==> config.mk <==
export PLATFORM = sky130hd
export DESIGN_NAME = mem_block_arbiter
export DESIGN_NICKNAME = d
export VERILOG_FILES = /design/src/rtl/mem_block_arbiter.sv
export SDC_FILE = /design/constraint.sdc
export NUM_CORES = 1
export LEC_CHECK = 0
export ABC_AREA = 1
export CORE_MARGIN = 8
export CORE_UTILIZATION = 35
export DETAILED_ROUTE_END_ITERATION = 12
export PLACE_DENSITY = 0.75
export SLEW_MARGIN = 20
export SYNTH_ARGS = -nofsm -noshare
export SYNTH_HDL_FRONTEND = slang
export SYNTH_SLANG_ARGS = --single-unit
==> constraint.sdc <==
create_clock -name clk -period 4.6 [get_ports clk]
set_clock_uncertainty 0.05 [all_clocks]
set_input_delay 0.46 -clock clk [delete_from_list [all_inputs] [get_ports clk]]
set_output_delay 0.46 -clock clk [all_outputs]
set_load 0.05 [all_outputs]
==> src/rtl/mem_block_arbiter.sv <==
// mem_block_arbiter
// Fixed-latency sequencer that shares one block-wide memory port between the
// instruction-cache refill path (read only) and the data-cache path (read or
// write). Arbitration is round-robin on ties and happens only while idle.
// Each transfer holds its strobe for a fixed number of cycles. Completion is
// reported with a one-cycle done pulse in the first idle cycle afterwards.

module mem_block_arbiter #(
   parameter int WORD_SIZE     = 16,
   parameter int BLOCK_SIZE    = 64,
   parameter int READ_LATENCY  = 4,
   parameter int WRITE_LATENCY = 1
) (
   input  logic                  clk,
   input  logic                  reset_n,
   // instruction-cache refill port
   input  logic                  i_req,
   input  logic [WORD_SIZE-1:0]  i_address,
   output logic                  i_done,
   output logic [BLOCK_SIZE-1:0] i_rdata,
   // data-cache refill / writeback port
   input  logic                  d_req,
   input  logic                  d_we,
   input  logic [WORD_SIZE-1:0]  d_address,
   input  logic [BLOCK_SIZE-1:0] d_wdata,
   output logic                  d_done,
   output logic [BLOCK_SIZE-1:0] d_rdata,
   // unified block memory port
   output logic                  m_readM,
   output logic                  m_writeM,
   output logic [WORD_SIZE-1:0]  m_address,
   output logic [BLOCK_SIZE-1:0] m_wdata,
   input  logic [BLOCK_SIZE-1:0] m_rdata,
   // status
   output logic                  busy
);

   // The counter only ever holds latency-1, so clog2 of the larger latency
   // is enough. Keep at least one bit so both latencies can be 1.
   localparam int MAX_LATENCY = (READ_LATENCY > WRITE_LATENCY) ? READ_LATENCY : WRITE_LATENCY;
   localparam int CNT_W       = (MAX_LATENCY > 1) ? $clog2(MAX_LATENCY) : 1;

   localparam logic [CNT_W-1:0]     READ_LOAD  = CNT_W'(READ_LATENCY - 1);
   localparam logic [CNT_W-1:0]     WRITE_LOAD = CNT_W'(WRITE_LATENCY - 1);
   // Clears the word-within-block bits, which gives the block-aligned address.
   localparam logic [WORD_SIZE-1:0] ALIGN_MASK = {{(WORD_SIZE-2){1'b1}}, 2'b00};

   typedef enum logic [1:0] {
      IDLE    = 2'd0,
      I_READ  = 2'd1,
      D_READ  = 2'd2,
      D_WRITE = 2'd3
   } state_t;

   state_t                state;
   state_t                next_state;
   logic [CNT_W-1:0]      count;
   logic                  last_grant_d;   // 0: I was granted last, 1: D was
   logic [WORD_SIZE-1:0]  addr_q;
   logic [BLOCK_SIZE-1:0] wdata_q;

   logic                  i_pending;
   logic                  d_pending;
   logic                  grant_i;
   logic                  grant_d;
   logic                  xfer_last;

   // A requester whose done is high this cycle is still dropping its req.
   // Ignore it so the finished transfer is not granted a second time.
   assign i_pending = i_req & ~i_done;
   assign d_pending = d_req & ~d_done;

   // State register
   // NOTE: sequential state is updated with non-blocking assignments so every
   // register samples the values from before the edge, whatever the order of
   // the always_ff blocks.
   always_ff @(posedge clk or negedge reset_n) begin
      if (!reset_n) begin
         state <= IDLE;
      end else begin
         state <= next_state;
      end
   end

   // Arbitration, next-state logic and memory-port drive
   always_comb begin
      // NOTE: every output of this block is given a default first. No path can
      // then leave a signal unassigned, so no latch is inferred.
      next_state = state;
      grant_i    = 1'b0;
      grant_d    = 1'b0;
      xfer_last  = 1'b0;
      busy       = 1'b0;
      m_readM    = 1'b0;
      m_writeM   = 1'b0;
      m_address  = '0;
      m_wdata    = '0;

      case (state)
         IDLE: begin
            // D wins a tie unless D was the last one served.
            if (d_pending && (!i_pending || !last_grant_d)) begin
               grant_d    = 1'b1;
               next_state = d_we ? D_WRITE : D_READ;
            end else if (i_pending) begin
               grant_i    = 1'b1;
               next_state = I_READ;
            end
         end

         I_READ, D_READ: begin
            busy      = 1'b1;
            m_readM   = 1'b1;
            m_address = addr_q;
            xfer_last = (count == '0);
            if (xfer_last) begin
               next_state = IDLE;
            end
         end

         D_WRITE: begin
            busy      = 1'b1;
            m_writeM  = 1'b1;
            m_address = addr_q;
            m_wdata   = wdata_q;
            xfer_last = (count == '0);
            if (xfer_last) begin
               next_state = IDLE;
            end
         end

         default: begin
            next_state = IDLE;
         end
      endcase
   end

   // Grant-time capture: aligned address, write block, countdown, last grant
   always_ff @(posedge clk or negedge reset_n) begin
      if (!reset_n) begin
         count        <= '0;
         addr_q       <= '0;
         wdata_q      <= '0;
         last_grant_d <= 1'b0;
      end else if (grant_i) begin
         addr_q       <= i_address & ALIGN_MASK;
         count        <= READ_LOAD;
         last_grant_d <= 1'b0;
      end else if (grant_d) begin
         addr_q       <= d_address & ALIGN_MASK;
         count        <= d_we ? WRITE_LOAD : READ_LOAD;
         last_grant_d <= 1'b1;
         if (d_we) begin
            wdata_q <= d_wdata;
         end
      end else if (busy && !xfer_last) begin
         // Stops at zero; a zero count always ends the transfer.
         count <= count - 1'b1;
      end
   end

   // Completion: one-cycle done pulses and read-data capture on the final beat
   always_ff @(posedge clk or negedge reset_n) begin
      if (!reset_n) begin
         i_done  <= 1'b0;
         d_done  <= 1'b0;
         i_rdata <= '0;
         d_rdata <= '0;
      end else begin
         i_done <= xfer_last && (state == I_READ);
         d_done <= xfer_last && ((state == D_READ) || (state == D_WRITE));
         if (xfer_last && (state == I_READ)) begin
            i_rdata <= m_rdata;
         end
         if (xfer_last && (state == D_READ)) begin
            d_rdata <= m_rdata;
         end
      end
   end

endmodule

# [Yosys cells after proc, flatten, opt, wreduce, memory -nomap -nowiden]
# Index checks and enable logic that the tools add are counted.
[totals] input_bits=165 wordCells=62 reg_bits=215
[classes] add_sub_neg=1 n_eq_ne=5 n_mux=24 n_reduce_logical=18 bitwise=5
[op_table] operator="$mux W64" count=1
[op_table] operator="$mux W16" count=3
[op_table] operator="$mux W2" count=7
[op_table] operator="$mux W1" count=12
[op_table] operator="$logic_and A1 B1 Y1" count=5
[op_table] operator="$eq A2 B2 Y1 const B" count=2
[op_table] operator="$logic_not A2 Y1" count=2
[op_table] operator="$pmux W2 S2" count=1
[op_table] operator="$logic_not A1 Y1" count=3
[op_table] operator="$ne A3 B3 Y1 const B" count=1
[op_table] operator="$not A1 Y1" count=3
[op_table] operator="$reduce_and A3 Y1" count=1
[op_table] operator="$reduce_bool A3 Y1" count=1
[op_table] operator="$reduce_or A3 Y1" count=1
[op_table] operator="$and A1 B1 Y1" count=2
[op_table] operator="$eq A2 B1 Y1 const B" count=1
[op_table] operator="$logic_or A1 B1 Y1" count=2
[op_table] operator="$ne A2 B1 Y1 const B" count=1
[op_table] operator="$reduce_and A2 Y1" count=1
[op_table] operator="$reduce_bool A2 Y1" count=1
[op_table] operator="$reduce_or A2 Y1" count=1
[op_table] operator="$sub A2 B1 Y2 const B" count=1

# [Depth between registers and ports, before layout]
# Gate-level depths: netlist of the first run.
[depth] depth_word=9 depth_mapped=10

# [Worst setup path after synthesis of the first run]
# OpenSTA, ideal clock, no wires.
[synth_path] kind="register -> output" from="register state[0]" to="output port m_wdata[14]" arrival_ns=1.803 path_buffers=2 slack_ns=2.287 path_stages_with_launch=6 cell_sequence="dfrtp_1 > ha_1 > buf_2 > buf_1 > nand2_1 > inv_1"
[synth_via] elab_chain_cells=2
[synth_lines] item="from (decl)" line_no="55" source="state_t state;"
[synth_lines] item="from (signal assigned)" line_no="81" source="state <= next_state;"
[synth_lines] item="$eq A2 B2 Y1" line_no="99" source="case (state)"
[synth_lines] item="$mux W64" line_no="99"
[synth_lines] item="to (decl)" line_no="32" source="output logic [BLOCK_SIZE-1:0] m_wdata,"
# Every way passes these cells.

# [Worst setup path in the final report of the first run]
[layout_path] from="register state[0]" to="output port m_wdata[45]"
# The elaborated chain is that of the path after synthesis.

==> results of run 1 <==
[layout by cell type, fill, tap and decap left out, types with 3 or more instances in the layout]
master           netlist  routed
nand4_1               17      17
nor2_1                14      14
clkbuf_8               0       8
clkbuf_1               7       3
bufinv_16              0       4
clkdlybuf4s50_1        0     370
dfrtp_1              213     213
inv_1                151     151
ha_1                   6       5
o21ai_0              129     129
nand2_1              412     412
buf_4                 14       7
clkinv_2               0       4
nand3_1               32      32
clkbuf_16              0      24
inv_2                  3       3
[cells by family (layout without fill, tap and decap cells)]
kind of cell / after synthesis / count (layout)
simple gates: 485 / 485
buf+inv: 216 / 578
flops: 213 / 213
compound gates: 131 / 131
fa+ha+maj: 6 / 6
other cells: 1 / 2
[registers in the layout, summed over array words and instances, names as in the netlist]
register	flops
d_rdata	64
i_rdata	64
wdata_q	64
addr_q	14
count	2
state	2
d_done	1
i_done	1
last_grant_d	1
[per-stage QoR]
step	util, %	instance area (sq um)	worst slack, ns
3_5_place_dp	50.9	12800	1.73
3_3_place_gp	50.9	12800	1.74
5_1_grt	54.4	13700	1.03
4_1_cts	54.4	13700	1.15
6_report	54.4	13700	1.22
2_1_floorplan	-	8950	2.29
[where the power goes]
group | internal (mW) | total (mW) | switching (mW) | leakage, nW
Clock | 1.30 | 2.07 | 0.776 | 0.433
Combinational | 1.87 | 5.93 | 4.06 | 4.03
Sequential | 2.80 | 3.31 | 0.504 | 2.59
[synthesized netlist by cell type (all sizes together)]
library cell / instances / area (sq um)
nand3: 36 / 200
o21ai: 131 / 656
nand4: 18 / 119
nor2: 16 / 70.1
inv: 155 / 584
buf: 53 / 313
nand3b: 1 / 7.51
nand2: 413 / 1550
clkbuf: 8 / 31.3
dfrtp: 213 / 5330
conb: 1 / 3.75
ha: 6 / 75.1
or2: 1 / 6.26
[layer usage]
metal	global-route usage (%)	up-vias
li1	-	3872
met1	19.9	3632
met2	27.4	298
met3	7.00	44
met4	5.19	0
met5	0	-
[final cells by class]
| class | instances | area, sq um | area share [%] |
|---|---|---|---|
| tap | 330 | 413 | 3.01 |
| multi-input combinational | 624 | 2710 | 19.8 |
| inverter | 155 | 584 | 4.26 |
| timing repair buffer | 379 | 3790 | 27.7 |
| clock buffer | 34 | 708 | 5.17 |
| clock inverter | 10 | 165 | 1.21 |
| sequential | 213 | 5330 | 38.9 |
[final timing paths]
check | from | end | slack (ns) | depth (start not counted)
worst max register to register | state[0] | i_rdata[1] | 1.83 | 7
max in group asynchronous | reset_n | i_done | 3.35 | 2
worst min register to register | wdata_q[12] | wdata_q[12] | 0.43 | 2
worst max-delay path | state[0] | m_wdata[45] | 1.22 | 5
worst min-delay path | reset_n | wdata_q[26] | -0.01 | 1
min in group clk | wdata_q[12] | wdata_q[12] | 0.43 | 2
==> reports/qor.txt, run 1 <==
Run status: complete, but fails checks
Failing checks: hold timing
# fillers: 2241
Initial antenna violation count: 0
Layout area overhead: 53.1%
Layout Nets: 1568
Minimum hold slack: -0.0102 ns
Relative slew slack: 34.9%
# rows: 58
Root Buffer: clkbuf_16
DR WL/cell: 15.6 um
Die footprint: 30900 sq um
Pre-antenna DRT Iters: 5
Post-synthesis sequential element count: 213
Cell Count, Final, Fillers Out: 1745
Part of the Yosys area used for sequential elements: 59.6%
CP Cell Sequence: ha_2, buf_4, nand2_1, inv_1, clkdlybuf4s50_1
CTS Buf Count: 24
Syn. warnings: 0
Initial Utilization: 35.5%
Crit Path Class: reg -> out
TritonCTS clock tree: done
Clk sinks: 213
Mux contribution to synthesized area: 0%
Antenna Nets Post-Route: 0
Fraction of layout cells with a size suffix above 1: 4.52%
Clock transition at path regs: 0.06 ns
Postcts setup bufs: 0
Tmin final: 3.38 ns
Top layer in use: met4
DRC: 0
WL met2: 12500 um
Hpwl dp: 19300 um
Hold Fails Final Rpt: 4
Type of origin of the critical path: flip-flop
Clk buf depth: 3
Metal-1 WL: 10900 um
Worst EP required: 4.09 ns
HP Class: in -> async
Post-CTS Resized: 0
Crit share post-route: 73.5%
Total number of vias: 7846
WL final: 27100 um
Critical path arrival: 2.87 ns
RSZ-0062 raised after global routing: false
Vias in the first global route: 7934
IO Port Bufs: 371
Largest net degree at the start of global routing: 108
Core footprint: 25200 sq um
Final setup violation count: 0
Crit path max-delay cell type: clkdlybuf4s50_1
Via density: 4.50
GP Congestion: 0.813
Yosys cell types: 25
Final Power: 11.3 mW
Die width: 176 um
Synthesized area per cell: 8.51 sq um
Simple-gate share of the synthesized area: 21.9%
H-tree depth reported by CTS: 1
Dpl cells: 1701
Post-synthesis cell count: 1052
Antenna diodes: 0
Overflow left after global routing: 0
Setup TNS: 0 ns
Worst-path fanout max: 29
CP bufs+invs: 3
Critical Path Max Stage Delay: 0.83 ns
Worst vdd ir: 0.604 mV
DR WL met3: 2920 um
Num ports: 378
Main combinational cell family by area after synthesis: simple AND/OR/NAND/NOR gates
Worst skew pair latency: 0.52 ns
Die extent in y: 176 um
Final slew viol count: 0
Crit. End Element: output port
Top Family by Delay on Critical Path: buffers and inverters
Initial DRC count: 460
Gr usage total: 16.8%
Post-Synth Adder-Cell Area: 0.839%
Mapped Area: 8950 sq um
Highest clock rate: 296 MHz
Complex-gate fraction of the synthesized area: 7.33%
Hold buffers post-CTS: 0
First-pass GRT wire length: 42600 um
Pwr/cell area: 826 nW/um^2
P_leak: 7.05 nW
Worst slew pin tran: 0.976 ns
Max Cap Viol: 0
Xor/xnor share of the synthesized area: 0%
No activity file was read; power rests on OpenSTA's default activity.
==> run 2: changes to the inputs <==
Settings changed: PLACE_DENSITY 0.75 to 0.78.
Clock period 4.6 ns to 2.7 ns, I/O delays scaled along.
==> run 2 against run 1 <==
The run now ends clean. Critical path depth fell by 2. First-iteration DRC count is 6.3% lower. Register-to-register slack lost 1.2 ns. Sequential cell count is the same. Via count increased by 1.6%. Design area grew 1.4%. Die area is the same. Sequential share of layout area down 0.55 points. Wire length rose by 3.0%. Core utilization is 0.79 points higher. Final cell count grew 0.86%. Clock power increased by 64%. Critical path type unchanged.
==> reports/qor.txt, run 2 (same netlist as run 1, synthesis figures left out) <==
Hpwl dp: 20500 um
CTS Buf Count: 24
Hold Startpoint: d_wdata[45]
IO Port Bufs: 371
Root Buffer: clkbuf_16
Fin worst setup slack: 0.132 ns
Most common cell after layout, fill and taps aside: nand2_1
Overflow left after global routing: 0
Dpl cells: 1716
Initial antenna violation count: 0
Die extent in y: 176 um
First-pass GRT wire length: 43800 um
Run status: completed
R2R Path End: addr_q[6]
Antenna diodes: 0
Clk sinks: 213
Hold Path Cell Cnt: 3
Worst skew pair latency: 0.50 ns
HP Class: in -> reg
R2r setup slk: 0.61 ns
Tmin final: 2.57 ns
Relative slew slack: 61.9%
RSZ-0062 raised after global routing: false
Critical path arrival: 2.25 ns
Setup TNS: 0 ns
Worst R2R Start: state[0]
Clock transition at path regs: 0.06 ns
Vias in the first global route: 8185
Cell Count, Final, Fillers Out: 1760
Pwr/cell area: 1380 nW/um^2
DR WL/cell: 15.9 um
WL final: 27900 um
# rows: 58
Fraction of layout cells with a size suffix above 1: 5.52%
Highest clock rate: 389 MHz
Postcts setup bufs: 0
Most frequent cells in the layout: nand2_1, clkdlybuf4s50_1, dfrtp_1
Die width: 176 um
Final slew viol count: 0
Critical Path Max Stage Delay: 0.85 ns
Final setup violation count: 0
GP Congestion: 0.794
WHS Endpoint: wdata_q[45]
Worst-path fanout max: 50
Pre-antenna DRT Iters: 5
Crit Path Class: reg -> out
Worst vdd ir: 0.988 mV
CP Cell Sequence: ha_2, buf_12, clkdlybuf4s50_1
Crit share post-route: 95.1%
H-tree depth reported by CTS: 1
Reg2Reg Depth: 6
Total number of vias: 7975
Regs by FF count: d_rdata: 64 flops, i_rdata: 64 flops, wdata_q: 64 flops
Hold Fails Final Rpt: 0
Core footprint: 25200 sq um
Crit. End Element: output port
Gr usage total: 17.3%
Largest net degree at the start of global routing: 70
TritonCTS clock tree: done
Max Cap Viol: 0
Initial Utilization: 35.5%
Dpl ws: 0.455 ns
Type of origin of the critical path: flip-flop
Crit path max-delay cell type: clkdlybuf4s50_1
Initial DRC count: 431
Layout area overhead: 55.3%
Clk buf depth: 3
DRC: 0
Antenna Nets Post-Route: 0
CP bufs+invs: 2
Worst slew pin tran: 0.569 ns
Layout Nets: 1584
Worst EP required: 2.38 ns
Num ports: 378
Die footprint: 30900 sq um
Via density: 4.53
P_leak: 7.93 nW
Top Family by Delay on Critical Path: buffers and inverters
==> run 2: how the worst max path moves through the flow <==
| stage | start | endpoint | slack [ns] | cells after the start |
|---|---|---|---|---|
| floorplan | state[0] | m_wdata[14] | 0.58 | 5 |
| global route | state[1] | m_writeM | 0.01 | 3 |
| detailed placement | i_req | addr_q[14] | 0.45 | 7 |
| global placement | state[0] | m_wdata[24] | 0.50 | 5 |
| finish | state[1] | m_writeM | 0.13 | 3 |
| CTS | state[0] | m_wdata[5] | 0.0008 | 5 |
==> run 2: layout make-up <==
| type | count | area (sq um) |
|---|---|---|
| repair buffers | 395 | 4010 |
| clock buffers | 36 | 757 |
| well taps | 330 | 413 |
| flip-flops and latches | 213 | 5330 |
| fillers | 2145 | 11300 |
| inverters | 155 | 584 |
| clock inverters | 7 | 91.3 |
| multi-input cells | 624 | 2710 |
==> run 2: timing repair <==
action                                  4_1_cts  5_1_grt
endpoints found under the setup margin       46       33
hold buffers                                  1        0
endpoints found under the hold margin        49        0
gates resized for setup                      46       33
==> run 2: stage by stage <==
step	power, mW	hold WS (ns)	area (sq um)	utilization (%)
2_1_floorplan	12.2	-0.0756	8950	-
3_3_place_gp	15.8	0.209	13000	51.7
3_5_place_dp	16.0	0.214	13000	51.7
4_1_cts	19.4	0.220	13800	54.9
5_1_grt	20.3	0.236	13900	55.2
6_report	19.2	0.244	13900	55.2
==> run 2: tightest hold or removal path: stages <==
cell and delay (ns):
clkdlybuf4s50_1 0.39, nand2_1 0.06, nand2_1 0.04
==> run 2: power breakdown <==
part	leakage, nW	internal (mW)	total (mW)	switching [mW]
Clock	0.420	2.12	3.39	1.27
Sequential	2.59	4.78	5.65	0.870
Combinational	4.92	3.17	10.2	6.98
==> run 2: routing by layer <==
metal / wire length, um / vias to the layer above / track usage (%)
met3: 2920 / 36 / 6.94
met4: 574 / 0 / 4.91
met2: 13400 / 339 / 29.3
met1: 11100 / 3700 / 20.0
met5: 0 / - / 0
li1: - / 3900 / -
==> run 3: changes to the inputs <==
Settings changed: GPL_TIMING_DRIVEN set to 0.
==> run 3 against run 2 <==
Via count increased by 3.7%. Global-route usage grew 2.0 points. Sequential power about the same. Critical path depth increased by 2. Setup slack got worse by 0.048 ns. Die area is the same. First-iteration DRC count rose by 12%. Final cell count rose by 2.3%. Largest power group unchanged. Highest routed layer unchanged.
==> reports/qor.txt, run 3 (same netlist as run 1, synthesis figures left out) <==
Max Cap Viol: 0
Worst EP required: 2.38 ns
Relative slew slack: 58.6%
Crit Path Class: reg -> out
Root Buffer: clkbuf_16
First-pass GRT wire length: 48000 um
CTS Buf Count: 24
Cell Count, Final, Fillers Out: 1801
Final slew viol count: 0
Placed inst area: 13100 sq um
Initial DRC count: 484
Hpwl dp: 23300 um
TritonCTS clock tree: done
Type of origin of the critical path: flip-flop
Clk sinks: 213
Overflow left after global routing: 0
Final Power: 19.6 mW
Total number of vias: 8270
P_leak: 7.41 nW
Final setup violation count: 0
Die footprint: 30900 sq um
Initial Utilization: 35.5%
Clk buf depth: 3
# fillers: 2222
Design area: 14000 sq um
Pre-antenna DRT Iters: 4
Most common cell after layout, fill and taps aside: nand2_1
Crit. End Element: output port
Worst vdd ir: 1.15 mV
Pwr/cell area: 1400 nW/um^2
Postcts setup bufs: 0
Gr usage total: 19.3%
Antenna Nets Post-Route: 0
Final Core Density: 55.7%
Most frequent cells in the layout: nand2_1, clkdlybuf4s50_1, dfrtp_1
Worst skew pair latency: 0.51 ns
Highest clock rate: 382 MHz
Worst-path fanout max: 8
Sequential cell area: 5330 sq um
Tmin final: 2.62 ns
Crit share post-route: 96.9%
RSZ-0062 raised after global routing: true
Layout area overhead: 56.7%
Antenna diodes: 0
Largest net degree at the start of global routing: 99
Regs by FF count: d_rdata: 64 flops, i_rdata: 64 flops, wdata_q: 64 flops
# rows: 58
Clock transition at path regs: 0.06 ns
Dpl cells: 1756
Via density: 4.59
Critical path arrival: 2.30 ns
DRC: 0
Num ports: 378
Vias in the first global route: 8771
GP Congestion: 0.834
Initial antenna violation count: 0
Die width: 176 um
WL final: 30900 um
DR WL/cell: 17.1 um
Core footprint: 25200 sq um
Setup TNS: 0 ns
Run status: completed
Die extent in y: 176 um
HP Class: in -> async
Layout Nets: 1624
H-tree depth reported by CTS: 1
Area occupied by multi-input gates: 2700 sq um
IO Port Bufs: 371
Hold Fails Final Rpt: 0
Worst slew pin tran: 0.620 ns
Fraction of layout cells with a size suffix above 1: 11.5%
## run 3: layout make-up
cell class | instances | share of cell area, %
sequential | 213 | 38.0
timing repair buffer | 374 | 26.8
multi-input combinational | 624 | 19.2
clock buffer | 29 | 4.78
inverter | 155 | 4.17
tap | 330 | 2.95
buffer | 61 | 2.55
clock inverter | 15 | 1.54
## run 3: path summary, 6_finish.rpt
path / startpoint / end / slack [ns] / depth (start not counted)
min reg2reg: wdata_q[44] / wdata_q[44] / 0.43 / 2
max reg2reg: state[0] / d_rdata[42] / 0.80 / 9
min: reset_n / wdata_q[2] / 0.14 / 2
max: state[0] / m_address[10] / 0.08 / 5
min in group clk: d_wdata[27] / wdata_q[27] / 0.25 / 3
max in group asynchronous: reset_n / wdata_q[33] / 1.71 / 3
## run 3: worst max-delay path, cell delays in order, from the launching register on
cell	delay, ns
dfrtp_1	0.40
inv_1	0.10
ha_1	0.19
buf_4	0.16
nor2_1	0.10
clkdlybuf4s50_1	0.83
## run 3: where the power goes
part	total, mW	internal [mW]	leakage, nW	switching (mW)
Sequential	5.67	4.78	2.59	0.896
Combinational	10.3	3.20	4.39	7.11
Clock	3.59	2.25	0.430	1.34
Total	19.6	10.2	7.41	9.34
## run 3: metrics by stage
step / setup WS, ns / hold WS (ns)
final: 0.0839 / 0.143
after global routing: -0.00158 / 0.154
after CTS: 0.000870 / 0.124
after detailed placement: -0.336 / 0.0710
after global placement: -7.77 / 0.412
after floorplan: 0.577 / -0.0756
## run 3: repair_timing
action	CTS	global route
resized for setup	170	27
endpoints found under the setup margin	74	29
cloned	0	0
hold endpoints to repair	213	0
hold buffers	1	0
## run 3: layer usage
layer / GRT usage (%) / vias to the layer above / share of wire, %
li1: - / 3986 / -
met1: 21.6 / 3878 / 39
met2: 33.1 / 343 / 48
met3: 7.49 / 63 / 10
met4: 6.75 / 0 / 3.1
met5: 0 / - / 0
